<file path="config.mk">
export PLATFORM = sky130hd
export DESIGN_NAME = target_spawner
export DESIGN_NICKNAME = d
export VERILOG_FILES = /design/src/rtl/game_pkg.sv /design/src/rtl/target_spawner_free_slot_finder.sv /design/src/rtl/target_spawner.sv
export SDC_FILE = /design/constraint.sdc
export NUM_CORES = 1
export LEC_CHECK = 0
export CAP_MARGIN = 15
export CELL_PAD_IN_SITES_DETAIL_PLACEMENT = 0
export CELL_PAD_IN_SITES_GLOBAL_PLACEMENT = 1
export CORE_UTILIZATION = 32
export CTS_CLUSTER_DIAMETER = 40
export DETAILED_ROUTE_END_ITERATION = 6
export PLACE_DENSITY_LB_ADDON = 0.1
export SLEW_MARGIN = 20
export SYNTH_ARGS = -nofsm -noshare
export SYNTH_HDL_FRONTEND = slang
export SYNTH_SLANG_ARGS = --single-unit
</file>
<file path="constraint.sdc">
create_clock -name clk -period 6.5 [get_ports clk]
set_input_delay 0.975 -clock clk [delete_from_list [all_inputs] [get_ports clk]]
set_output_delay 0.975 -clock clk [all_outputs]
set_load 0.02 [all_outputs]
</file>
<file path="src/rtl/game_pkg.sv">
// Shared game types: FSM state encoding, screen geometry and the target slot record.
`default_nettype none

package game_pkg;

  typedef enum logic [1:0] {
    IDLE  = 2'd0,
    SCAN  = 2'd1,
    SPAWN = 2'd2
  } state_t;

  localparam int         SCREEN_W     = 640;
  localparam int         SCREEN_H     = 480;
  localparam logic [8:0] X_OFFSET_DEF = 9'd40;
  localparam logic [8:0] X_RANGE_DEF  = 9'd400;
  localparam logic [8:0] Y_LIMIT_DEF  = 9'd440;

  typedef struct packed {
    logic       active;
    logic [8:0] x;
    logic [8:0] y;
  } slot_t;

  // Clamp the random value into the legal span, then shift by the left margin (wraps mod 512).
  function automatic logic [8:0] spawn_x(input logic [8:0] rnd, input logic [8:0] offset,
                                         input logic [8:0] range);
    logic [8:0] clamped;
    clamped = (rnd >= range) ? (range - 9'd1) : rnd;
    return offset + clamped;
  endfunction

endpackage

`default_nettype wire

</file>
<file path="src/rtl/target_spawner_free_slot_finder.sv">
// free_slot_finder: lowest-index free slot priority encoder.
`default_nettype none

module free_slot_finder
  import game_pkg::*;
#(
  parameter int N_SLOTS = 4,
  parameter int SLOT_W  = 2
) (
  input  logic [N_SLOTS-1:0] occupied,
  output logic [SLOT_W-1:0]  idx,
  output logic               found
);

  // Walk downwards so the lowest free index is the last one written.
  always_comb begin
    idx   = '0;
    found = 1'b0;
    for (int i = N_SLOTS - 1; i >= 0; i--) begin
      if (!occupied[i]) begin
        idx   = SLOT_W'(i);
        found = 1'b1;
      end
    end
  end

endmodule

`default_nettype wire

</file>
<file path="src/rtl/target_spawner.sv">
// target_spawner: spawns, advances and retires falling targets from a slot table.
// Optional SPAWN_ACCEL_EN: spawn period shrinks by one per successful spawn, floor 15.
`default_nettype none

module target_spawner
  import game_pkg::*;
#(
  parameter int         N_SLOTS      = 4,
  parameter int         SLOT_W       = 2,
  parameter logic [8:0] X_OFFSET     = X_OFFSET_DEF,
  parameter logic [8:0] X_RANGE      = X_RANGE_DEF,
  parameter logic [8:0] Y_START      = 9'd0,
  parameter logic [8:0] Y_LIMIT      = Y_LIMIT_DEF,
  parameter logic [8:0] FALL_STEP    = 9'd2,
  parameter logic [7:0] SPAWN_PERIOD = 8'd60
) (
  input  logic              clk,
  input  logic              reset,
  input  logic [8:0]        rand_in,
  input  logic              frame_tick,
  input  logic              hit_valid,
  input  logic [SLOT_W-1:0] hit_slot,
  input  logic [SLOT_W-1:0] q_slot,
  output logic              q_active,
  output logic [8:0]        q_x,
  output logic [8:0]        q_y,
  output logic              spawn_pulse,
  output logic              spawn_drop,
  output logic [7:0]        hit_count,
  output logic [7:0]        miss_count,
  output logic              busy
);

  state_t            state_q, state_d;
  logic [SLOT_W-1:0] scan_idx_q, scan_idx_d;
  logic [7:0]        frame_cnt_q, frame_cnt_d;
  slot_t             slots_q [N_SLOTS];
  slot_t             slots_d [N_SLOTS];
  logic [7:0]        hit_count_q, hit_count_d;
  logic [7:0]        miss_count_q, miss_count_d;
  logic              spawn_pulse_q, spawn_pulse_d;
  logic              spawn_drop_q, spawn_drop_d;
  logic              q_active_q, q_active_d;
  logic [8:0]        q_x_q, q_x_d;
  logic [8:0]        q_y_q, q_y_d;
  logic [7:0]        period_cur;

`ifdef SPAWN_ACCEL_EN
  logic [7:0] period_q, period_d;
  assign period_cur = period_q;
`else
  assign period_cur = SPAWN_PERIOD;
`endif

  logic              hit_now;
  logic [N_SLOTS-1:0] occupied;
  logic [SLOT_W-1:0] free_idx;
  logic              free_found;
  logic [9:0]        y_next;

  assign hit_now = hit_valid && slots_q[hit_slot].active;

  // A slot being hit this cycle is never offered to the spawner.
  for (genvar i = 0; i < N_SLOTS; i++) begin : g_occ
    assign occupied[i] = slots_q[i].active | (hit_valid && (hit_slot == SLOT_W'(i)));
  end

  free_slot_finder #(
    .N_SLOTS (N_SLOTS),
    .SLOT_W  (SLOT_W)
  ) u_free_slot_finder (
    .occupied (occupied),
    .idx      (free_idx),
    .found    (free_found)
  );

  always_comb begin
    state_d       = state_q;
    scan_idx_d    = scan_idx_q;
    frame_cnt_d   = frame_cnt_q;
    slots_d       = slots_q;
    hit_count_d   = hit_count_q;
    miss_count_d  = miss_count_q;
    spawn_pulse_d = 1'b0;
    spawn_drop_d  = 1'b0;
    y_next        = '0;
`ifdef SPAWN_ACCEL_EN
    period_d      = period_q;
`endif

    unique case (state_q)
      IDLE: begin
        if (frame_tick) begin
          state_d    = SCAN;
          scan_idx_d = '0;
        end
      end
      SCAN: begin
        y_next = {1'b0, slots_q[scan_idx_q].y} + {1'b0, FALL_STEP};
        if (slots_q[scan_idx_q].active && !(hit_now && (hit_slot == scan_idx_q))) begin
          if (y_next >= {1'b0, Y_LIMIT}) begin
            slots_d[scan_idx_q] = '0;
            if (miss_count_q != 8'hFF) miss_count_d = miss_count_q + 8'd1;
          end else begin
            slots_d[scan_idx_q].y = y_next[8:0];
          end
        end
        if (scan_idx_q == SLOT_W'(N_SLOTS - 1)) begin
          if (frame_cnt_q == period_cur - 8'd1) begin
            state_d = SPAWN;
          end else begin
            frame_cnt_d = frame_cnt_q + 8'd1;
            state_d     = IDLE;
          end
        end else begin
          scan_idx_d = scan_idx_q + 1'b1;
        end
      end
      SPAWN: begin
        frame_cnt_d = '0;
        if (free_found) begin
          slots_d[free_idx].active = 1'b1;
          slots_d[free_idx].x      = spawn_x(rand_in, X_OFFSET, X_RANGE);
          slots_d[free_idx].y      = Y_START;
          spawn_pulse_d            = 1'b1;
`ifdef SPAWN_ACCEL_EN
          if (period_q > 8'd15) period_d = period_q - 8'd1;
`endif
        end else begin
          spawn_drop_d = 1'b1;
        end
        state_d = IDLE;
      end
      default: state_d = IDLE;
    endcase

    // Applied last so a hit overrides any scan update or retirement of the same slot.
    if (hit_now) begin
      slots_d[hit_slot] = '0;
      if (hit_count_q != 8'hFF) hit_count_d = hit_count_q + 8'd1;
    end
  end

  always_comb begin
    q_active_d = slots_q[q_slot].active;
    q_x_d      = slots_q[q_slot].x;
    q_y_d      = slots_q[q_slot].y;
  end

  always_ff @(posedge clk) begin
    if (reset) begin
      state_q       <= IDLE;
      scan_idx_q    <= '0;
      frame_cnt_q   <= '0;
      hit_count_q   <= '0;
      miss_count_q  <= '0;
      spawn_pulse_q <= 1'b0;
      spawn_drop_q  <= 1'b0;
      q_active_q    <= 1'b0;
      q_x_q         <= '0;
      q_y_q         <= '0;
      for (int i = 0; i < N_SLOTS; i++) slots_q[i] <= '0;
`ifdef SPAWN_ACCEL_EN
      period_q      <= SPAWN_PERIOD;
`endif
    end else begin
      state_q       <= state_d;
      scan_idx_q    <= scan_idx_d;
      frame_cnt_q   <= frame_cnt_d;
      hit_count_q   <= hit_count_d;
      miss_count_q  <= miss_count_d;
      spawn_pulse_q <= spawn_pulse_d;
      spawn_drop_q  <= spawn_drop_d;
      q_active_q    <= q_active_d;
      q_x_q         <= q_x_d;
      q_y_q         <= q_y_d;
      for (int i = 0; i < N_SLOTS; i++) slots_q[i] <= slots_d[i];
`ifdef SPAWN_ACCEL_EN
      period_q      <= period_d;
`endif
    end
  end

  assign q_active    = q_active_q;
  assign q_x         = q_x_q;
  assign q_y         = q_y_q;
  assign spawn_pulse = spawn_pulse_q;
  assign spawn_drop  = spawn_drop_q;
  assign hit_count   = hit_count_q;
  assign miss_count  = miss_count_q;
  assign busy        = (state_q != IDLE);

endmodule

`default_nettype wire

</file>
==> summary.txt, run 1 <==
Outcome: complete, no violations
Reg2reg path depth: 6
Max incr delay on CP: 0.95 ns
Final worst path period share: 58.23%
Top layer in use: met4
Total of max-cap violations: 0
Net count, final: 716
Placer Congestion: 0.7665
Vias per cell: 5.601
Syn nets: 671
Relative slew slack: 25.20%
Critical Path Fanout Max: 15
Core area: 0.01877 mm²
I/O Buffers: 54
Critical path arrival: 4.13 ns
Setup ws final: 2.715 ns
Post-route ant nets: 0
Ports: 55
# hold bufs at CTS: 0
Metal2 WL: 8425 µm
WHS: 0.4517 ns
Post-synth EDFFs: 0
CTS Root Cell: clkbuf_16
Num CTS Buffers: 17
Hold path start: slots_q[31]$_SDFF_PP0_
CTS resizes: 0
Fmax: 264.2 MHz
Overall routed net length: 17,510 µm
Initial antenna violation count: 0
Pre-CTS WS: 2.209 ns
Initial Utilization: 32.79%
Total Die Area: 0.01979 mm²
Setup crit end kind: register
Minimum clock period: 3.785 ns
Synthesized flop and latch total: 125
Clock Skew: 0.01001 ns
VDD IR max: 155.0 µV
Post-DP HPWL: 12,000 µm
Worst Hold End: slots_q[31]$_SDFF_PP0_
Predominant post-synthesis flop cell: dfxtp_1
WHS Path Cells: 2
Worst r2r src: scan_idx_q[0]$_SDFFE_PP0P_
Pwr dens: 253.7 mW/mm²
Final hold viol count: 0
Ranking of synthesized cells by area: dfxtp_1 41%, mux4_2 10%, nand2_1 3.7%
Vias in the first global route: 5,224
Static Leak: 0.002660 µW
Drt pass-1 iters: 6
Initial DRC Count: 294
Least-Margin Pin Slew: 1.113 ns
Remaining DRCs: 0
First-pass GRT wire length: 28,220 µm
Post-Synthesis Cell Area: 0.006155 mm²
Routed WL per cell: 18.77 µm
Clock Sinks: 125
Setup CP Type: reg2reg
Slowest CP cell: dfxtp_1
Via count: 5,226
CP Launch Type: register
Synth top area share: 40.66%
Pwr Total: 1902 µW
Worst-Skew Late Latency: 0.42 ns
CTS Buffer Depth: 2
Syn Area/Cell: 9.602 µm²
Die X: 140.7 µm
Buf/Inv on CP: 0
Antenna Cells: 0
CP Cell Sequence: mux4_1 -> nand4_2 -> nor3_1 -> o221ai_2 -> or4_1 -> a21oi_1
Post-CTS Setup Bufs: 0
Sum of negative setup slack: 0 ns
R2R Path End: miss_count[7]$_SDFFE_PP0P_
Synth warn: 0
Max Slew Vio Count: 0
Rows: 50
Worst endpoint required time: 6.84 ns
Total gr overflow: 0
Unique masters post-synth: 64
Layout cell share with drive strength beyond 1: 12.73%
Largest net degree at the start of global routing: 56
Met3 WL: 869 µm
Delay-heaviest family, CP: simple AND/OR/NAND/NOR gates
Sequential fraction of the synthesis area: 40.66%
Die Y: 140.7 µm
RSZ-0062 raised after global routing: false
H-tree depth: 4
Clock transition at path regs: 0.06 ns
TritonCTS clock tree: yes
R2R setup slack: 2.71 ns
CP Launch Point: scan_idx_q[0]$_SDFFE_PP0P_
HP Class: reg2reg
Area delta synth->final: 21.79%
Gate Count Post-Synth: 641
GRT Total Usage: 18.62%
Ys async rst share: 0%
Cell taking the most area after synthesis: dfxtp_1
Met1 Wirelength: 7893 µm
Final setup viols: 0
==> final cells by class <==
| type | count | area [µm²] |
|---|---|---|
| Inverter | 27 | 101.3 |
| Multi-Input combinational cell | 454 | 3420 |
| Fill cell | 1842 | 11270 |
| Clock inverter | 14 | 157.7 |
| Clock buffer | 18 | 439.2 |
| Sequential cell | 125 | 2502 |
| Timing Repair Buffer | 61 | 583.1 |
| Tap cell | 234 | 292.8 |
==> synth_stat cells, types with 3 or more instances <==
master     number
dfxtp_1       125
nand2_1        61
nor2_1         38
a21oi_1        36
o21ai_0        35
mux4_2         28
inv_1          27
nor2b_1        24
clkbuf_1       23
a32o_1         19
nand3_1        18
a22o_1         13
ha_1           13
xor2_1         13
nand4_1        11
nor3_1         11
or3_1          11
o22ai_1        10
o311ai_0       10
xnor2_1         7
a31oi_1         6
and2_1          6
buf_1           6
a22oi_1         5
and3_1          5
nand2b_1        5
o31ai_1         5
a31o_2          4
a41o_1          4
buf_2           4
o211ai_1        4
o2bb2ai_1       4
a21boi_0        3
a21o_1          3
mux2i_1         3
nor4_1          3
or2_2           3
==> worst register-to-register path, delay by kind of cell (launching register included) <==
kind / cells / cell delay [ns]
AOI/OAI and AO/OA: 2 / 0.55
DFF: 1 / 0.95
muxes: 1 / 0.58
and+or+nand+nor: 3 / 1.63
==> through the flow <==
step,instances,area [µm²],utilization [%]
floorplan,641,6155,-
global placement,901,6894,36.73
detailed placement,901,6894,36.73
CTS,933,7491,39.91
global route,933,7496,39.94
finish,933,7496,39.94
==> flip-flops by register name, summed over array words and instances (netlist names) <==
name	count
frame_cnt_q	8
hit_count	8
miss_count	8
q_active	1
q_x	9
q_y	9
scan_idx_q	2
slots_q	76
spawn_drop	1
spawn_pulse	1
state_q	2
==> report_power, final <==
part / total [µW] / switching, µW / internal [µW]
sequential: 778 / 8.08 / 770
combinational: 157 / 109 / 47.9
clock: 968 / 384 / 583
total: 1900 / 501 / 1400
==> logic make-up (layout without fill, tap and decap cells) <==
| family | Yosys count | after routing | share of synthesized area (%) |
|---|---|---|---|
| buffers and inverters | 62 | 120 | 4.106 |
| AO/OA/AOI/OAI | 179 | 179 | 20.96 |
| multiplexers | 35 | 35 | 11.95 |
| flip-flops | 125 | 125 | 40.66 |
| adder cells (fa/ha/maj) | 13 | 13 | 2.643 |
| XOR/XNOR | 20 | 20 | 2.846 |
| AND/OR/NAND/NOR | 207 | 207 | 16.83 |
==> layer usage <==
layer | track usage, % | vias to the layer above
li1 | - | 2499
met1 | 22.98 | 2571
met2 | 31.45 | 131
met3 | 4.654 | 25
met4 | 6.636 | 0
met5 | 0 | -
==> cell usage in the layout, fill, tap and decap left out, drive strengths merged, types with 12 or more instances in the layout <==
master | synthesis | routed
dfxtp | 125 | 125
nand2 | 62 | 62
clkdlybuf4s50 | 0 | 52
nor2 | 38 | 38
a21oi | 37 | 37
o21ai | 35 | 35
inv | 27 | 34
mux4 | 30 | 30
nor2b | 24 | 24
a32o | 19 | 19
nand3 | 18 | 18
clkbuf | 23 | 18
xor2 | 13 | 13
a22o | 13 | 13
ha | 13 | 13
nand4 | 12 | 12
==> worst max-delay path by stage <==
stage / end / slack (ns) / cells past startpoint
after detailed placement: slots_q[59]$_SDFF_PP0_ / 2.21 / 7
final: miss_count[7]$_SDFFE_PP0P_ / 2.71 / 6
after global placement: slots_q[58]$_SDFF_PP0_ / 2.27 / 7
after floorplan: slots_q[39]$_SDFF_PP0_ / 3.61 / 8
after CTS: slots_q[59]$_SDFF_PP0_ / 2.64 / 7
after global routing: miss_count[7]$_SDFFE_PP0P_ / 2.33 / 6
(Power assumes the default switching activity.)
==> inputs of run 2 (changes only) <==
==> constraint.sdc (replaced) <==
create_clock -name clk -period 3.3 [get_ports clk]
set_input_delay 0.495 -clock clk [delete_from_list [all_inputs] [get_ports clk]]
set_output_delay 0.495 -clock clk [all_outputs]
set_load 0.02 [all_outputs]
==> run 2 against run 1 <==
  * Critical endpoint is now slots_q[68]$_SDFF_PP0_
  * Clock skew rose by 0.0042 ns
  * Fmax rose by 25%
  * First-iteration DRC count rose by 14%
  * Combinational power rose by 120%
  * Setup slack got worse by 2.5 ns
  * Hold slack improved by 0.0017 ns
  * Clock-buffer cell count did not move
==> summary.txt, run 2 (same netlist as run 1, synthesis figures left out) <==
Clock Skew: 0.01417 ns (+0.004160 ns)
Clock transition at path regs: 0.06 ns (about the same)
CTS resizes: 0 (unchanged)
Most flop-heavy register: slots_q
Post-DP HPWL: 12,780 µm (+6.5%)
Via count: 5,426 (+3.8%)
HP Class: reg2reg
Outcome: complete, no violations
Antenna Cells: 0 (unchanged)
Worst endpoint required time: 3.61 ns (-3.23 ns)
Vias in the first global route: 5,416 (+3.7%)
Placer Congestion: 0.8320 (+8.5%)
Top layer in use: met4
Met3 WL: 864 µm (-0.58%)
Total gr overflow: 0 (unchanged)
Routed WL per cell: 19.07 µm (+1.6%)
Sum of negative setup slack: 0 ns (unchanged)
Largest register FFs: 76 (unchanged)
Final hold viol count: 0 (unchanged)
H-tree depth: 4 (unchanged)
Largest net degree at the start of global routing: 32 (-43%)
Setup crit end kind: register
Met1 Wirelength: 8244 µm (+4.4%)
Least-Margin Pin Slew: 0.7117 ns (-0.4011 ns)
Net count, final: 745 (+4.1%)
Delay-heaviest family, CP: simple AND/OR/NAND/NOR gates
Drt pass-1 iters: 5 (-1)
Setup ws final: 0.2617 ns (-2.453 ns)
FF/Latch Area: 0.002502 mm² (unchanged)
Slowest CP cell: or4_4
Metal2 WL: 8864 µm (+5.2%)
Minimum clock period: 3.038 ns (-0.7469 ns)
Initial DRC Count: 335 (+14%)
Die Y: 140.7 µm (unchanged)
Critical Path Fanout Max: 31 (+16)
CTS Root Cell: clkbuf_16
Area of the multi-input gates: 0.003403 mm² (-0.48%)
Num CTS Buffers: 17 (unchanged)
Relative slew slack: 52.38% (+27 points)
Final setup viols: 0 (unchanged)
I/O Buffers: 54 (unchanged)
Clock Sinks: 125 (unchanged)
Initial Utilization: 32.79% (unchanged)
Final-layout fill cell count: 1,830 (-0.65%)
Layout cell share with drive strength beyond 1: 15.66% (+2.9 points)
CP Cell Sequence: buf_12 -> mux4_1 -> nand4_2 -> or4_4 -> o2bb2a_4 -> a21oi_2 -> buf_12 -> or3_1 -> a41o_1
Max incr delay on CP: 0.53 ns (-0.42 ns)
Core area: 0.01877 mm² (unchanged)
Buf/Inv on CP: 2 (+2)
Die X: 140.7 µm (unchanged)
Post-route ant nets: 0 (unchanged)
Area delta synth->final: 25.96%
Post-CTS Setup Bufs: 0 (unchanged)
Total Die Area: 0.01979 mm² (unchanged)
RSZ-0062 raised after global routing: false
Vias per cell: 5.640 (+0.70%)
First-pass GRT wire length: 29,290 µm (+3.8%)
Remaining DRCs: 0 (unchanged)
# hold bufs at CTS: 0 (unchanged)
Critical path arrival: 3.35 ns (-0.78 ns)
Initial antenna violation count: 0 (unchanged)
Fmax: 329.1 MHz (+25%)
Overall routed net length: 18,340 µm (+4.7%)
Total of max-cap violations: 0 (unchanged)
Max Slew Vio Count: 0 (unchanged)
Ports: 55 (unchanged)
Most common cell after layout, fill and taps aside: dfxtp_1
TritonCTS clock tree: yes
GRT Total Usage: 19.51% (+0.90 points)
Worst-Skew Late Latency: 0.42 ns (about the same)
CP Launch Type: register
Final worst path period share: 92.07% (+34 points)
VDD IR max: 347.8 µV (+120%)
Worst path most repeated cell: buf_12
Static Leak: 0.002830 µW (+6.4%)
CTS Buffer Depth: 2 (unchanged)
Setup CP Type: reg2reg
Most frequent cells in the layout: 125 x dfxtp_1, 61 x nand2_1, 53 x clkdlybuf4s50_1
Pre-CTS WS: 0.2064 ns (-2.003 ns)
Pwr dens: 495.0 mW/mm² (+95%)
Rows: 50 (unchanged)
-- run 2: cell count changes in the layout (fill, tap and decap cells not counted) --
cell and change:
nor4_1 +1, buf_2 -1, clkinvlp_4 -1, inv_6 -3, inv_8 +1, bufinv_16 +1
buf_4 +27, buf_12 +2, clkdlybuf4s50_1 +1, nor3_1 +2, clkinv_4 +2, nor3_2 -2
nor4_2 -1
-- run 2: worst paths after layout --
check,slack [ns],depth (start not counted),from,to
hold reg to reg,0.45,2,slots_q[32]$_SDFF_PP0_,slots_q[32]$_SDFF_PP0_
hold / removal,0.45,2,slots_q[32]$_SDFF_PP0_,slots_q[32]$_SDFF_PP0_
setup / recovery,0.26,9,scan_idx_q[0]$_SDFFE_PP0P_,slots_q[68]$_SDFF_PP0_
setup reg to reg,0.26,9,scan_idx_q[0]$_SDFFE_PP0P_,slots_q[68]$_SDFF_PP0_
-- run 2: power breakdown --
| part | total (µW) | internal (µW) | switching (µW) | leakage (µW) |
|---|---|---|---|---|
| logic | 342 | 112 | 231 | 0.00152 |
| clock network | 1970 | 1230 | 748 | 0.000305 |
| registers | 1520 | 1520 | 5.28 | 0.00101 |
| total | 3840 | 2850 | 984 | 0.00283 |
-- run 2: area by class of cell --
class / count / share of cell area [%]
Clock inverter: 14 / 2.356
Timing Repair Buffer: 90 / 10.72
Sequential cell: 125 / 32.28
Tap cell: 234 / 3.777
Clock buffer: 18 / 5.665
Multi-Input combinational cell: 454 / 43.90
Inverter: 27 / 1.307
-- run 2: through the flow --
| stage | util, % | power [µW] | hold WS, ns | cells | cell area, µm² |
|---|---|---|---|---|---|
| CTS | 41.31 | 3885 | 0.4579 | 962 | 7752 |
| detailed placement | 37.99 | 1898 | 0.4492 | 930 | 7131 |
| floorplan | - | 1761 | 0.4310 | 641 | 6155 |
| finish | 41.31 | 3837 | 0.4535 | 962 | 7752 |
| global placement | 37.99 | 1893 | 0.4447 | 930 | 7131 |
| global route | 41.31 | 3994 | 0.4795 | 962 | 7752 |
-- run 2: worst min-delay path: stages (launching register included) --
cell and delay, ns:
dfxtp_1 0.31, o21ai_0 0.06, nand2_1 0.04
-- run 2: per-layer routing --
metal	GRT usage (%)	vias to the layer above
met5	0	-
met4	6.693	0
li1	-	2572
met2	32.70	167
met1	24.62	2657
met3	4.518	30
